### config.mk
export PLATFORM = sky130hd
export DESIGN_NAME = dmem_access_ctrl
export DESIGN_NICKNAME = d
export VERILOG_FILES = /design/src/rtl/dmem_access_ctrl.sv
export SDC_FILE = /design/constraint.sdc
export NUM_CORES = 1
export LEC_CHECK = 0
export ABC_CLOCK_PERIOD_IN_PS = 2900
export BUFFER_PORTS_ARGS = -buffer_cell sky130_fd_sc_hd__buf_2
export CORE_MARGIN = 10
export CORE_UTILIZATION = 32
export DETAILED_ROUTE_END_ITERATION = 12
export GPL_TIMING_DRIVEN = 0
export SLEW_MARGIN = 20
export SYNTH_ARGS = -nofsm -noshare
export SYNTH_HDL_FRONTEND = slang
export SYNTH_SLANG_ARGS = --single-unit
### constraint.sdc
create_clock -name clk -period 2.9 [get_ports clk]
set_clock_uncertainty 0.05 [all_clocks]
set_input_delay 0.87 -clock clk [delete_from_list [all_inputs] [get_ports clk]]
set_output_delay 0.87 -clock clk [all_outputs]
set_load 0.01 [all_outputs]
### src/rtl/dmem_access_ctrl.sv
// ============================================================================
// Module   : dmem_access_ctrl
// Brief    : MEM-stage data-memory access controller (valid/ready request,
//            response wait with timeout, store steering, load extension).
// Revision : 1.0 - initial release
// ============================================================================
`default_nettype none

module dmem_access_ctrl #(
    parameter int TIMEOUT_CYCLES = 256
) (
    input  logic        clk,
    input  logic        reset,
    input  logic        mem_read,
    input  logic        mem_write,
    input  logic [2:0]  funct3,
    input  logic [31:0] addr,
    input  logic [31:0] wdata,
    input  logic        im_stall,
    output logic        dm_req_valid,
    input  logic        dm_req_ready,
    output logic        dm_req_write,
    output logic [31:0] dm_req_addr,
    output logic [3:0]  dm_req_wstrb,
    output logic [31:0] dm_req_wdata,
    input  logic        dm_resp_valid,
    input  logic [31:0] dm_resp_rdata,
    output logic        dm_stall,
    output logic [31:0] load_data,
    output logic        misalign,
    output logic        bus_err
);

    typedef enum logic [1:0] {
        S_IDLE = 2'd0,
        S_REQ  = 2'd1,
        S_WAIT = 2'd2,
        S_DONE = 2'd3
    } state_t;

    localparam int         c_CNT_W    = (TIMEOUT_CYCLES > 1) ? $clog2(TIMEOUT_CYCLES) : 1;
    localparam logic [c_CNT_W-1:0] c_TMO_LAST =
        c_CNT_W'((TIMEOUT_CYCLES > 0) ? (TIMEOUT_CYCLES - 1) : 0);
    localparam bit         c_TMO_EN   = (TIMEOUT_CYCLES > 0);

    state_t               r_state;
    state_t               w_next;
    logic [1:0]           r_off;
    logic [2:0]           r_f3;
    logic [c_CNT_W-1:0]   r_tmo;

    logic                 w_access;
    logic                 w_go;
    logic                 w_tmo_hit;
    logic [3:0]           w_wstrb;
    logic [31:0]          w_wdata;
    logic [31:0]          w_shift;
    logic [31:0]          w_load;

    // Decode access legality from the live MEM-stage inputs
    always_comb begin
        w_access = mem_read | mem_write;
        misalign = 1'b0;
        if (w_access) begin
            case (funct3)
                3'b001, 3'b101: misalign = addr[0];
                3'b010:         misalign = (addr[1:0] != 2'b00);
                3'b011, 3'b110, 3'b111: misalign = 1'b1;
                default:        misalign = 1'b0;
            endcase
        end
        w_go = w_access & ~misalign;
    end

    // Store byte-lane steering; loads carry no byte enables
    always_comb begin
        w_wstrb = 4'b0000;
        w_wdata = wdata;
        case (funct3[1:0])
            2'b00: begin
                w_wstrb = 4'b0001 << addr[1:0];
                w_wdata = {4{wdata[7:0]}};
            end
            2'b01: begin
                w_wstrb = 4'b0011 << {addr[1], 1'b0};
                w_wdata = {2{wdata[15:0]}};
            end
            default: w_wstrb = 4'b1111;
        endcase
        if (!mem_write) begin
            w_wstrb = 4'b0000;
        end
    end

    // Aligned accesses only, so shifting by the byte offset also aligns halves
    always_comb begin
        w_shift = dm_resp_rdata >> {r_off, 3'b000};
        case (r_f3)
            3'b000:  w_load = {{24{w_shift[7]}}, w_shift[7:0]};
            3'b100:  w_load = {24'h0, w_shift[7:0]};
            3'b001:  w_load = {{16{w_shift[15]}}, w_shift[15:0]};
            3'b101:  w_load = {16'h0, w_shift[15:0]};
            default: w_load = dm_resp_rdata;
        endcase
    end

    assign w_tmo_hit = c_TMO_EN && (r_tmo == c_TMO_LAST);

    always_comb begin
        w_next = r_state;
        case (r_state)
            S_IDLE: if (w_go)          w_next = S_REQ;
            S_REQ:  if (dm_req_ready)  w_next = S_WAIT;
            S_WAIT: if (dm_resp_valid || w_tmo_hit) w_next = S_DONE;
            S_DONE: if (!im_stall)     w_next = S_IDLE;
            default:                   w_next = S_IDLE;
        endcase
    end

    assign dm_req_valid = (r_state == S_REQ);
    assign dm_stall     = ((r_state == S_IDLE) & w_go) | (r_state == S_REQ) |
                          (r_state == S_WAIT);

    always_ff @(posedge clk) begin
        if (reset) begin
            r_state      <= S_IDLE;
            r_off        <= 2'b00;
            r_f3         <= 3'b000;
            r_tmo        <= '0;
            dm_req_write <= 1'b0;
            dm_req_addr  <= 32'h0;
            dm_req_wstrb <= 4'h0;
            dm_req_wdata <= 32'h0;
            load_data    <= 32'h0;
            bus_err      <= 1'b0;
        end else begin
            r_state <= w_next;
            bus_err <= 1'b0;
            if ((r_state == S_IDLE) && w_go) begin
                r_off        <= addr[1:0];
                r_f3         <= funct3;
                dm_req_write <= mem_write;
                dm_req_addr  <= {addr[31:2], 2'b00};
                dm_req_wstrb <= w_wstrb;
                dm_req_wdata <= w_wdata;
            end
            if (r_state == S_WAIT) begin
                if (dm_resp_valid) begin
                    if (!dm_req_write) begin
                        load_data <= w_load;
                    end
                end else if (w_tmo_hit) begin
                    bus_err <= 1'b1;
                    if (!dm_req_write) begin
                        load_data <= 32'h0;
                    end
                end
            end
            // Counter runs only while remaining in WAIT; any exit clears it
            if ((r_state == S_WAIT) && (w_next == S_WAIT)) begin
                if (r_tmo != '1) begin
                    r_tmo <= r_tmo + 1'b1;
                end
            end else begin
                r_tmo <= '0;
            end
        end
    end

endmodule

`default_nettype wire

======== Word level (Yosys, flattened, before mapping) ========
Index checks and enable logic that the tools add are counted.
word-level totals
  flip-flop bits (word level) ............. 115
  input bits .............................. 106
  word-level logic and storage cells ...... 69
cells by class
  $add $sub $neg .......................... 1
  eq/ne operators ......................... 18
  shifts and indexed selects .............. 3
  multiplexer cells ....................... 16
  bitwise operators ....................... 8
  reduce and logical (&&, ||, !) cells .... 13
operator list
  operator             number
  $mux 32              4
  $pmux 32 s4          1
  $pmux 32 s2          1
  $shr 32x5->16        1
  $eq 3x3->1 const B   5
  $add 8x1->8 const B  1
  $eq 8x8->1 const B   1
  $mux 2               4
  $ne 8x8->1 const B   1
  $pmux 2 s4           1
  $pmux 4 s2           1
  $eq 2x2->1 const B   3
  $eq 3x1->1 const B   2
  $eq 3x2->1 const B   2
  $reduce_or 3->1      2
  $eq 2x1->1 const B   2
  $logic_not 2->1      2
  $mux 4               1
  $ne 2x2->1 const B   2
  $reduce_and 4->1     1
  $reduce_bool 2->1    2
  $reduce_or 2->1      2
  $shl 1x2->4 const A  1
  $shl 2x2->4 const A  1
  8 further kinds      15

======== Longest topological paths before layout ========
  word-level depth ........................ 12
  gate-level depth with buffers ........... 6

======== Least setup slack after synthesis ========
OpenSTA, ideal clock, no wires.
  path kind ............................... in2out
  start point ............................. input funct3[2]
  end point ............................... output dm_stall
  data arrival time ....................... 1.753 ns
  required time ........................... 1.980 ns
  setup slack ............................. 0.227 ns
  stages on the path ...................... 4
  path buffers ............................ 1
  path through ............................ nor4_4 > o221ai_2 > clkbuf_1 > nand3b_1
between the ends
  cells in the longest elaborated chain, start to end .. 9
  elaborated cells on any way between the ends .. 15
ends and longest elaborated chain
  item                                                RTL line  RTL
  start, declared                                     16        input logic [2:0] funct3,
  $eq 3x2->1 (tied with other cells)                  65        case (funct3)
  $reduce_or 3->1 or $reduce_or 2->1 (tied branches)  65
  $pmux 1 s3 (*)                                      65
  $mux 1 (*)                                          64        if (w_access) begin
  $not 1->1 (*)                                       72        w_go = w_access & ~misalign;
  $and 1x1->1 (*)                                     72
  $and 1x1->1 (*)                                     121       assign dm_stall = ((r_state == S_IDLE) & w_go) | (r_state == S_REQ) |
  $or 1x1->1 (*) (2 in a row)                         121
  end, declared                                       28        output logic dm_stall,
Mark *: on every way between the ends. The rest lies on a longest branch, timed or not.

======== Worst setup path after layout ========
  start point ............................. input addr[1]
  end point ............................... output dm_stall
between the ends
  cells in the longest elaborated chain, start to end .. 8
ends and longest elaborated chain
  item                     RTL line  RTL
  start, declared          17        input logic [31:0] addr,
  $reduce_bool 2->1        67        3'b010: misalign = (addr[1:0] != 2'b00);
  $pmux 1 s3               65
  $mux 1                   64
  $not 1->1                72
  $and 1x1->1              72
  $and 1x1->1              121
  $or 1x1->1 (2 in a row)  121
Every way passes these cells.

==> summary.md <==
The flow ran to the end, and the final reports show no timing, DRC or antenna violations. The overall die area is 0.0212 mm². After detailed routing, the number of vias per cell comes to 4.92. Fill cells in the final layout number 1610.

The category of the worst setup path launch point is a primary input. The actual transition at the worst max-transition pin works out to 0.819 ns. After synthesis, the cell types taking the most area are dfxtp_1 46%, nand2_1 9.1%, a21oi_1 6.2%. The met2 demand-to-capacity share in global routing came out at 0.262. The worst register-to-register path ends at load_data[28]. The total number of nets in the final design is 926.

The count of synthesis-stage warnings from yosys came out at 0. The synthesized design spends more area on one cell type than any other, namely dfxtp_1. Once routing completed, OpenROAD measured the worst setup slack at 0.0808 ns.

OpenSTA, run right after detailed placement, puts the worst setup slack at -0.431 ns. Via count of the first global-routing pass: 5083. The routed layout has 5138 vias. The logs give 3 for the initial antenna violation count and 115 for the clock sink count. Flip-flop cell with the highest count after synthesis: dfxtp_1. The tools report the fraction of power consumed by combinational cells as 0.154. Leaving out fill and tap cells, the most frequent cell in the layout is buf_2.

The depth of the worst register-to-register path was 5; the total core area was 0.0153 mm². The number of DRC violations after detailed routing was 0. Setup repair after global routing left no endpoint under its margin.

The first TritonRoute pass finished after 5 iterations. For hold timing, the worst endpoint is r_tmo[0]. Summing all placed instances gives a cell area of 0.00636 mm². Leaving out filler cells and counting taps, the final layout contains 1045. The count of input and output buffers works out to 208. The start point of the worst min-delay path is r_tmo[0]. The number of hold buffers added after CTS was 0. In this run the register-to-register setup slack is 1.03 ns. The logs give 0.330 for the starting density of the core and 0.41 ns for the clock network latency to the later pin of the worst-skew pair.

Leaving out fill and tap cells, the most frequent cells in the layout are 216 x buf_2, 122 x nand2_1, 115 x dfxtp_1. The number of different library cells in the post-synthesis netlist was 47. For this design the total switching power over the nets is 1150 µW. The share of the synthesized area in the top cell type was 0.456; the weighted congestion at the end of routability-driven global placement was 0.847. For the final max-slew violation count, the log shows 0.

No sink is reached through more buffers than the 2 on the longest clock path. Entering global routing, the biggest net connects 17 pins. For the met1 track demand over resource, the log shows 0.202.

For the worst setup path, the data required time is 1.98 ns. The ratio of cells with drive above 1 in the final layout was 0.324; the highest net fanout along the worst path was 5. The die height was 146 µm. For this block, the routed nets add up to 18.1 mm of wire.

STA classifies the critical path endpoint as an output port. For the global-route usage over all layers, the log shows 0.168. The sequential-to-total area share from yosys stat is 0.456, and the timing-limited maximum frequency is 0.355 GHz.

The switching part of the total power works out to 0.264. TritonCTS built the clock tree. The logs give 0.00505 mm² for the post-synth design cell area and 211 for the count of pins on the block boundary. The post-synthesis register bit count was 115; the total global routing overflow was 0.

The met3 track demand over resource came out at 0.0730. The data arrival time of the critical path was 1.90 ns. The worst path needs 2.82 ns of the cycle, external delays included.

After detailed routing, the average wire length per cell comes to 17.4 µm. The logs give 0 for the antenna violation net count after detailed routing and 17 for the number of buffers added by the clock tree synthesis step. In this run the power density over the cells is 625 mW/mm². The tools report the root buffer selected by CTS as clkbuf_16. The run gives 0.00311 µW as the leakage power. In this run the critical register-to-register path is launched from r_f3[1].

The first global-routing pass estimated 28.4 mm of wire. The x dimension of the die was 146 µm. Setup violations remaining at the end of the flow were counted as 0. Across the run, the number of max-cap violations was 0.

The fraction of the cycle the final worst path needs is 0.972, and the DRC violation total after the first TritonRoute iteration is 296. The tightest min-delay check is of the register to register type. The share of total power in the clock network came out at 0.451.

Kind of critical path: primary input to output port. A synthesized cell averages 8.59 µm². Counting tap cells, the placed design contains a total of 1008 instances.

The tools report the final instance area as 0.00696 mm². IR analysis of the VDD net gives a maximum drop of 0.366 mV. The sequential share of power was 0.395; the internal portion of total power was 3210 µW. The busiest layer in global routing was met2. The deepest level of the CTS H-tree is 4, and the cell depth of the worst hold path is 1. The number of hold violations in the final report was 0; the area overhead of the layout relative to synthesis was 37.9%. The tools report the number of cell rows as 45.

The share of flip-flops with an asynchronous set or reset was 0. Worst slew margin relative to its limit: 0.448. Counting flops with a built-in enable in the synthesized netlist gives 0. The clock-pin slew on the worst setup and hold paths is 0.05 ns, and the HPWL after detailed placement is 13.8 mm. Synthesis handed over a netlist of 588 instances.
[synthesized netlist by cell type, types with 3 or more instances]
cell / count
nand2_1: 122
dfxtp_1: 115
a21oi_1: 63
nor2_1: 36
o21ai_0: 34
mux2i_1: 30
clkbuf_1: 24
inv_1: 18
o2bb2ai_1: 18
a221o_1: 16
a311oi_1: 14
buf_4: 12
a211oi_1: 9
nand3b_1: 9
buf_2: 8
o211ai_1: 8
nand2b_1: 6
o22ai_1: 5
nand3_1: 4
nor2b_1: 3
xor2_1: 3
[state kept, by name, indices dropped and copies added (netlist names)]
name	count
dm_req_wdata	32
load_data	32
dm_req_addr	30
r_tmo	8
dm_req_wstrb	4
r_f3	3
r_off	2
r_state	2
bus_err	1
dm_req_write	1
[stage by stage]
step / util / total power, µW / TNS, ns / hold slack, ns
floorplan: - / 2120 / 0 / 0.363
global placement: 0.415 / 2420 / -0.427 / 0.384
detailed placement: 0.415 / 2420 / -0.431 / 0.392
CTS: 0.454 / 4410 / 0 / 0.403
global route: 0.454 / 4570 / 0 / 0.422
finish: 0.455 / 4360 / 0 / 0.398
[power by group through the flow]
stage / combinational (µW) / sequential [µW] / clock, µW
floorplan: 327 / 1790 / 0
global placement: 666 / 1750 / 0
detailed placement: 664 / 1750 / 0
CTS: 678 / 1720 / 2020
global route: 747 / 1730 / 2090
finish: 671 / 1720 / 1960
[cell families after synthesis]
| logic type | count (synthesis) | synth area share |
|---|---|---|
| AO/OA/AOI/OAI | 176 | 0.235 |
| XOR/XNOR | 5 | 0.00867 |
| adder cells (fa/ha/maj) | 1 | 0.00248 |
| buffers and inverters | 65 | 0.0622 |
| flip-flops | 115 | 0.456 |
| multiplexers | 31 | 0.0639 |
| other | 1 | 0.000743 |
| AND/OR/NAND/NOR | 194 | 0.171 |
[worst max-delay path by stage]
stage / endpoint / cells after the start / from
finish: dm_stall / 6 / addr[1]
global route: dm_stall / 6 / addr[1]
detailed placement: dm_stall / 6 / addr[0]
global placement: dm_stall / 6 / addr[0]
CTS: dm_stall / 6 / addr[1]
floorplan: dm_stall / 4 / funct3[2]
[worst max-delay path: stages]
cell      delay, ns
buf_2          0.14
nor4_4         0.37
o221ai_4       0.15
clkbuf_8       0.17
nand3b_1       0.06
buf_2          0.13
[repair_timing]
item                                   in CTS  in global routing
setup endpoints to repair                   1                  1
pin swaps                                   2                  2
endpoints found under the hold margin       0                  0
gates resized for setup                     5                  0
buffers inserted                            2                  1
[area by class of cell]
class	instances	area, µm²	area share
multi-input cells	409	2450	0.352
flip-flops and latches	115	2300	0.331
repair buffers	211	1060	0.153
clock buffers	27	503	0.0722
well taps	211	264	0.0379
plain buffers	47	256	0.0368
inverters	18	67.6	0.00970
clock inverters	4	47.5	0.00683
diodes	3	7.51	0.00108
[per-layer routing]
metal | vias to the layer above | wire length [µm]
li1 | 2551 | -
met1 | 2336 | 7890
met2 | 225 | 8190
met3 | 24 | 1750
met4 | 2 | 297
met5 | - | 13
Power figures use the tool's default switching activity.
